--- config.mk ---
export PLATFORM = sky130hd
export DESIGN_NAME = to_lower_stream
export DESIGN_NICKNAME = d
export VERILOG_FILES = /design/src/rtl/to_lower_pkg.sv /design/src/rtl/to_lower_stream_conv.sv /design/src/rtl/to_lower_stream.sv
export SDC_FILE = /design/constraint.sdc
export NUM_CORES = 1
export LEC_CHECK = 0
export CORE_ASPECT_RATIO = 1.5
export CORE_MARGIN = 2
export CORE_UTILIZATION = 47
export DETAILED_ROUTE_END_ITERATION = 6
export PLACE_DENSITY = 0.73
export SYNTH_ARGS = -nofsm -noshare
export SYNTH_HDL_FRONTEND = slang
export SYNTH_SLANG_ARGS = --single-unit
export TNS_END_PERCENT = 10
--- constraint.sdc ---
create_clock -name clk -period 3.9 [get_ports clk]
set_input_delay 0.78 -clock clk [delete_from_list [all_inputs] [get_ports clk]]
set_output_delay 0.78 -clock clk [all_outputs]
set_load 0.03 [all_outputs]
--- src/rtl/to_lower_pkg.sv ---
// Shared constants and the FIFO occupancy state for the lowercase stream converter.
package to_lower_pkg;

  localparam logic [7:0]  ASCII_UPPER_A = 8'h41;
  localparam logic [7:0]  ASCII_UPPER_Z = 8'h5A;
  localparam int unsigned CASE_BIT      = 5;

  // Number of bytes currently held in the 2-entry output FIFO.
  typedef enum logic [1:0] {
    EMPTY = 2'd0,
    ONE   = 2'd1,
    TWO   = 2'd2
  } occ_e;

endpackage : to_lower_pkg

--- src/rtl/to_lower_stream_conv.sv ---
// Combinational ASCII uppercase-to-lowercase mapper; all non 'A'..'Z' bytes pass through.
module ascii_lower_conv
  import to_lower_pkg::*;
(
  input  logic [7:0] data_i,
  output logic [7:0] data_o,
  output logic       conv_o
);

  // Only the 26 uppercase letters differ from their lowercase form by the case bit.
  always_comb begin
    conv_o           = (data_i >= ASCII_UPPER_A) && (data_i <= ASCII_UPPER_Z);
    data_o           = data_i;
    data_o[CASE_BIT] = data_i[CASE_BIT] | conv_o;
  end

endmodule : ascii_lower_conv

--- src/rtl/to_lower_stream.sv ---
// Streaming ASCII to-lowercase converter with a 2-entry registered output FIFO
// and saturating accept/convert statistics counters.
module to_lower_stream
  import to_lower_pkg::*;
#(
  parameter int CNT_W = 16
) (
  input  logic             clk,
  input  logic             rst,
  input  logic             in_valid,
  input  logic [7:0]       in_data,
  output logic             in_ready,
  output logic             out_valid,
  output logic [7:0]       out_data,
  output logic             out_conv,
  input  logic             out_ready,
  input  logic             clr_counts,
  output logic [CNT_W-1:0] byte_count,
  output logic [CNT_W-1:0] conv_count
);

  function automatic logic [CNT_W-1:0] sat_inc(input logic [CNT_W-1:0] v);
    return (&v) ? v : v + CNT_W'(1);
  endfunction

  occ_e             state_q, state_d;
  logic [8:0]       head_q, head_d;   // {conv, data}; head drives the output
  logic [8:0]       tail_q, tail_d;   // second entry, only meaningful in TWO
  logic [CNT_W-1:0] byte_cnt_q, byte_cnt_d;
  logic [CNT_W-1:0] conv_cnt_q, conv_cnt_d;
  logic [7:0]       wr_data;
  logic             wr_conv;
  logic             accept;
  logic             emit;

  // Conversion happens on the FIFO write side so stored entries are already final.
  ascii_lower_conv u_conv (
    .data_i (in_data),
    .data_o (wr_data),
    .conv_o (wr_conv)
  );

  assign accept = in_valid && in_ready;
  assign emit   = out_valid && out_ready;

  // Occupancy state register.
  always_ff @(posedge clk) begin
    if (rst) state_q <= EMPTY;
    else     state_q <= state_d;
  end

  // Occupancy next-state: accept adds an entry, emit removes one.
  always_comb begin
    state_d = state_q;
    case (state_q)
      EMPTY: if (accept) state_d = ONE;
      ONE: begin
        if (accept && !emit)      state_d = TWO;
        else if (!accept && emit) state_d = EMPTY;
      end
      TWO:     if (emit) state_d = ONE;
      default: state_d = EMPTY;
    endcase
  end

  // Handshake outputs depend only on registered state, never on out_ready.
  always_comb begin
    in_ready  = (state_q != TWO);
    out_valid = (state_q != EMPTY);
  end

  // FIFO entry updates: new bytes land in head when it is free (or being emitted), else in tail.
  always_comb begin
    head_d = head_q;
    tail_d = tail_q;
    case (state_q)
      EMPTY: if (accept) head_d = {wr_conv, wr_data};
      ONE: begin
        if (accept && emit) head_d = {wr_conv, wr_data};
        else if (accept)    tail_d = {wr_conv, wr_data};
      end
      TWO:     if (emit) head_d = tail_q;
      default: head_d = head_q;
    endcase
  end

  // Head entry is visible on the outputs, so it is cleared by reset.
  always_ff @(posedge clk) begin
    if (rst) head_q <= 9'h000;
    else     head_q <= head_d;
  end

  // Tail entry is never observed until written, so it needs no reset.
  always_ff @(posedge clk) begin
    tail_q <= tail_d;
  end

  // Counter next-state: clear wins over counting the byte accepted in the same cycle.
  always_comb begin
    byte_cnt_d = byte_cnt_q;
    conv_cnt_d = conv_cnt_q;
    if (clr_counts) begin
      byte_cnt_d = '0;
      conv_cnt_d = '0;
    end else if (accept) begin
      byte_cnt_d = sat_inc(byte_cnt_q);
      if (wr_conv) conv_cnt_d = sat_inc(conv_cnt_q);
    end
  end

  // Statistics counter registers.
  always_ff @(posedge clk) begin
    if (rst) begin
      byte_cnt_q <= '0;
      conv_cnt_q <= '0;
    end else begin
      byte_cnt_q <= byte_cnt_d;
      conv_cnt_q <= conv_cnt_d;
    end
  end

  assign out_data   = head_q[7:0];
  assign out_conv   = head_q[8];
  assign byte_count = byte_cnt_q;
  assign conv_count = conv_cnt_q;

endmodule : to_lower_stream

==> results of run 1 <==
registers in the layout, indices dropped and copies added, names as in the netlist:
register,count
byte_count,16
conv_count,16
head_q,9
state_q,2
tail_q,9
cell type report:
type	count	area (um^2)	area share
multi-input combinational	211	1290	0.402
clock buffer	6	72.6	0.0226
sequential	52	1130	0.352
clock inverter	2	35.0	0.0109
timing repair buffer	56	558	0.174
inverter	9	38.8	0.0121
tap	68	85.1	0.0265
kinds of logic after synthesis:
| kind of cell | after synthesis | share of synthesized area |
|---|---|---|
| buffers and inverters | 22 | 0.0363 |
| flip-flops | 52 | 0.450 |
| XOR/XNOR | 12 | 0.0418 |
| AO/OA/AOI/OAI | 50 | 0.150 |
| multiplexers | 7 | 0.0279 |
| AND/OR/NAND/NOR | 137 | 0.269 |
| adder cells (fa/ha/maj) | 5 | 0.0249 |
cells in the final DEF, fill, tap and decap left out, drive strengths merged, types with 6 or more instances in the layout:
cell type | synthesis | layout
inv | 8 | 8
a21oi | 11 | 11
nor4 | 6 | 6
nand2 | 36 | 36
nor2 | 41 | 41
clkbuf | 10 | 6
o21ai | 7 | 7
mux2i | 7 | 7
or3 | 9 | 9
clkdlybuf4s50 | 0 | 55
nand3 | 11 | 11
edfxtp | 9 | 9
dfxtp | 43 | 43
xnor2 | 11 | 11
nand4 | 9 | 9
a311oi | 9 | 9
critical path: stages, from the launching register on:
cell and delay, ns:
dfxtp_1 0.45, nor2b_2 0.52, clkinv_4 0.25, clkdlybuf4s50_1 0.66
worst paths after layout:
kind | end | depth (start not counted)
min reg2reg | head_q[8] | 2
min | head_q[8] | 2
max | in_ready | 3
max reg2reg | head_q[5] | 8
where the power goes:
part,leakage [nW],switching [mW],internal (mW)
Clock,0.0552,0.168,0.191
Sequential,0.432,0.00897,0.562
Combinational,0.626,0.0751,0.0533
stage by stage:
step	power, mW	util
after floorplan	0.661	-
after global placement	0.711	0.601
after detailed placement	0.714	0.601
after CTS	1.07	0.622
after global routing	1.10	0.622
final	1.06	0.622
layer usage:
layer  GRT usage  up-vias  share of wire
met5           0        -              0
met3      0.0349        4          0.040
met1       0.243     1035           0.46
li1            -     1135              -
met2       0.326       52           0.49
met4      0.0634        0          0.010
==> results.cfg, run 1 <==
[setup_path]
worstSetupPathType = register to primary output
crit_start = state_q[1]
cp.arrival_ns = 2.18
cp.required_ns = 3.12
startpoint_type = register
regToRegSetupSlack_ns = 1.18
regToRegStartpoint = state_q[1]
path_max_fanout = 17
cp-end-kind = primary output

[final_layout]
syn_to_final_growth_pct = 27.8
nets = 353
antenna_cells = 0
finalNonFillerCells = 404
postLayoutCellArea_um2 = 3210
drive_gt1_frac = 0.0714
fillers = 460

[synthesis]
postSynthAreaPerCell_um2 = 8.82
synth-main-ff-cell = dfxtp_1
async_flop_share = 0
synth_top_area_frac = 0.342
synthTopCellsByArea = dfxtp_1, edfxtp_1, nor2_1
synth_area_um2 = 2510
synth_most_common_cell = dfxtp_1
ys_warn_count = 0
synth_commonest_cells = dfxtp_1, nor2_1, nand2_1
synth_nets = 303
syn_inst = 285
ys_types = 45
synth_seq_cells = 52
synth-edff-count = 9
yosysSeqAreaShare = 0.450
synth_area_leader_cell = dfxtp_1

[power_and_ir_drop]
irDropWorstVdd_v = 0.000201
p_leak_nw = 1.11
power_density_nw_per_um2 = 330

[placement]
post-place-cells = 396
hpwlAfterDp_um = 4000
port_buffers = 55
detailedPlace.worstSlack_ns = 0.787
place_congestion = 0.817
postPlaceCellArea_um2 = 3100

[clocking]
clockBufferDepth = 2
numCtsBuffers = 5
cts_sinks = 52
path_clk_slew_ns = 0.09
clock-root-buffer = clkbuf_8
cts_setup_buffers = 0
clkLatencyLatePin_ns = 0.30
tritoncts = built
cts_hold_buffers = 0
post_cts_resized = 0
h-tree-depth = 2

[timing]
fin_skew_ns = 0.00681
slew_headroom = 0.249
fin_ws_ns = 0.941
setup_violations = 0
clock.fmax_ghz = 0.338
maxSlewViolCount = 0
worst_pin_slew_ns = 1.12
fin_hold_ws_ns = 0.500
final.setup.tns_ns = 0
period_share = 0.759
fin_crit_ns = 2.96
timing.final.hold_violations = 0
rsz0062_at_grt = no

[route]
dr.pass1.iters = 4
drt_iter0_drc = 83
dr_total_vias = 2226
drcViolationCount = 0
via_per_inst = 5.51
wire_per_inst_um = 13.6
drt-total-wl_um = 5490
drtAntennaViolNets = 0

[global_route]
grt_max_degree = 27
grt_pass1_vias = 2022
grt.total_usage = 0.192
gr-total-overflow = 0
antenna_found_initial = 0
grt_pass1_wl_um = 9270

[floorplan]
fp.dieH_um = 93.6
start_util = 0.487
coreArea_um2 = 5160
pin_count = 56
die_w_um = 63.7
rows = 32
die_area_um2 = 5960

[outcome]
status = finished, final reports clean

[job]
cap_violations = 0

[worst_hold_path]
hold_class = register to register
hp-start = head_q[8]
No activity file was read; power rests on OpenSTA's default activity.
==> inputs of run 2 (changes only) <==
- CORE_UTILIZATION: 47 -> 45
- clock period: 3.9 -> 2.5 ns (I/O delays scaled with it)
==> results.cfg, run 2 (synthesis gave the netlist of run 1 again) <==
[timing]
fin_skew_ns = 0.0128
maxSlewViolCount = 0
timing.final.hold_violations = 0
fin_crit_ns = 2.34
slew_headroom = 0.625
period_share = 0.937
setup_violations = 0
final.setup.tns_ns = 0
fin_ws_ns = 0.158
rsz0062_at_grt = no
clock.fmax_ghz = 0.427
worst_pin_slew_ns = 0.548
fin_hold_ws_ns = 0.499

[floorplan]
fp.dieH_um = 95.5
pin_count = 56
die_w_um = 65.0
die_area_um2 = 6210
rows = 33
coreArea_um2 = 5450
start_util = 0.461

[global_route]
grt_pass1_wl_um = 9490
grt_pass1_vias = 2103
gr-total-overflow = 0
antenna_found_initial = 0
grt.total_usage = 0.194
grt_max_degree = 27

[route]
dr_total_vias = 2264
drt-total-wl_um = 5820
drtAntennaViolNets = 0
drcViolationCount = 0
dr.pass1.iters = 4
drt_iter0_drc = 71
via_per_inst = 5.39
wire_per_inst_um = 13.8

[clocking]
post_cts_resized = 0
clock-root-buffer = clkbuf_8
path_clk_slew_ns = 0.10
cts_hold_buffers = 0
h-tree-depth = 2
cts_sinks = 52
tritoncts = built
clkLatencyLatePin_ns = 0.31
clockBufferDepth = 2
numCtsBuffers = 5
cts_setup_buffers = 0

[placement]
place_congestion = 0.787
detailedPlace.worstSlack_ns = -0.0456
hpwlAfterDp_um = 4120
postPlaceCellArea_um2 = 3210
port_buffers = 55
post-place-cells = 412

[final_layout]
regArea_um2 = 1130
antenna_cells = 0
final_cell_mix = clkdlybuf4s50_1, dfxtp_1, nor2_1
syn_to_final_growth_pct = 34.1
finalNonFillerCells = 420
postLayoutCellArea_um2 = 3370
final_common_cell = clkdlybuf4s50_1
drive_gt1_frac = 0.111
nets = 367
multi_input_area_um2 = 1290
utilization = 0.618
fillers = 499

[setup_path]
cp-end-kind = primary output
worstSetupPathType = register to primary output
startpoint_type = register
path_max_fanout = 17
cp.required_ns = 2.00
cp.arrival_ns = 1.84

[job]
cap_violations = 0

[power_and_ir_drop]
irDropWorstVdd_v = 0.000318
power.total_mw = 1.90
p_leak_nw = 1.21
power_density_nw_per_um2 = 564

[outcome]
status = finished, final reports clean

[worst_hold_path]
hold_class = register to register
-- run 2: path summary, 6_finish.rpt --
| path | startpoint | cells after the start | to | slack, ns |
|---|---|---|---|---|
| worst max-delay path | state_q[1] | 3 | in_ready | 0.16 |
| worst min-delay path | conv_count[14] | 2 | conv_count[14] | 0.50 |
| worst min register to register | conv_count[14] | 2 | conv_count[14] | 0.50 |
| worst max register to register | state_q[1] | 8 | head_q[0] | 0.32 |
-- run 2: final cells by class --
class,instances,share of cell area
multi-input cells,211,0.383
flip-flops and latches,52,0.336
repair buffers,70,0.197
clock inverters,3,0.0267
well taps,70,0.0260
clock buffers,5,0.0204
inverters,9,0.0115
-- run 2: layer usage --
metal  vias up  GRT usage  share of wire
li1       1162          -              -
met1      1048      0.233           0.44
met2        52      0.344           0.51
met3         2     0.0378          0.044
met4         0     0.0677         0.0069
met5         -          0              0
-- run 2: worst max-delay path, cell delays in order (launching register included) --
cell and delay (ns):
dfxtp_1 0.47, nor2b_2 0.28, clkinv_4 0.17, clkdlybuf4s50_1 0.63
-- run 2: power by group --
| group | internal (mW) | switching [mW] |
|---|---|---|
| Combinational | 0.0959 | 0.122 |
| Clock | 0.500 | 0.291 |
| Sequential | 0.877 | 0.0146 |
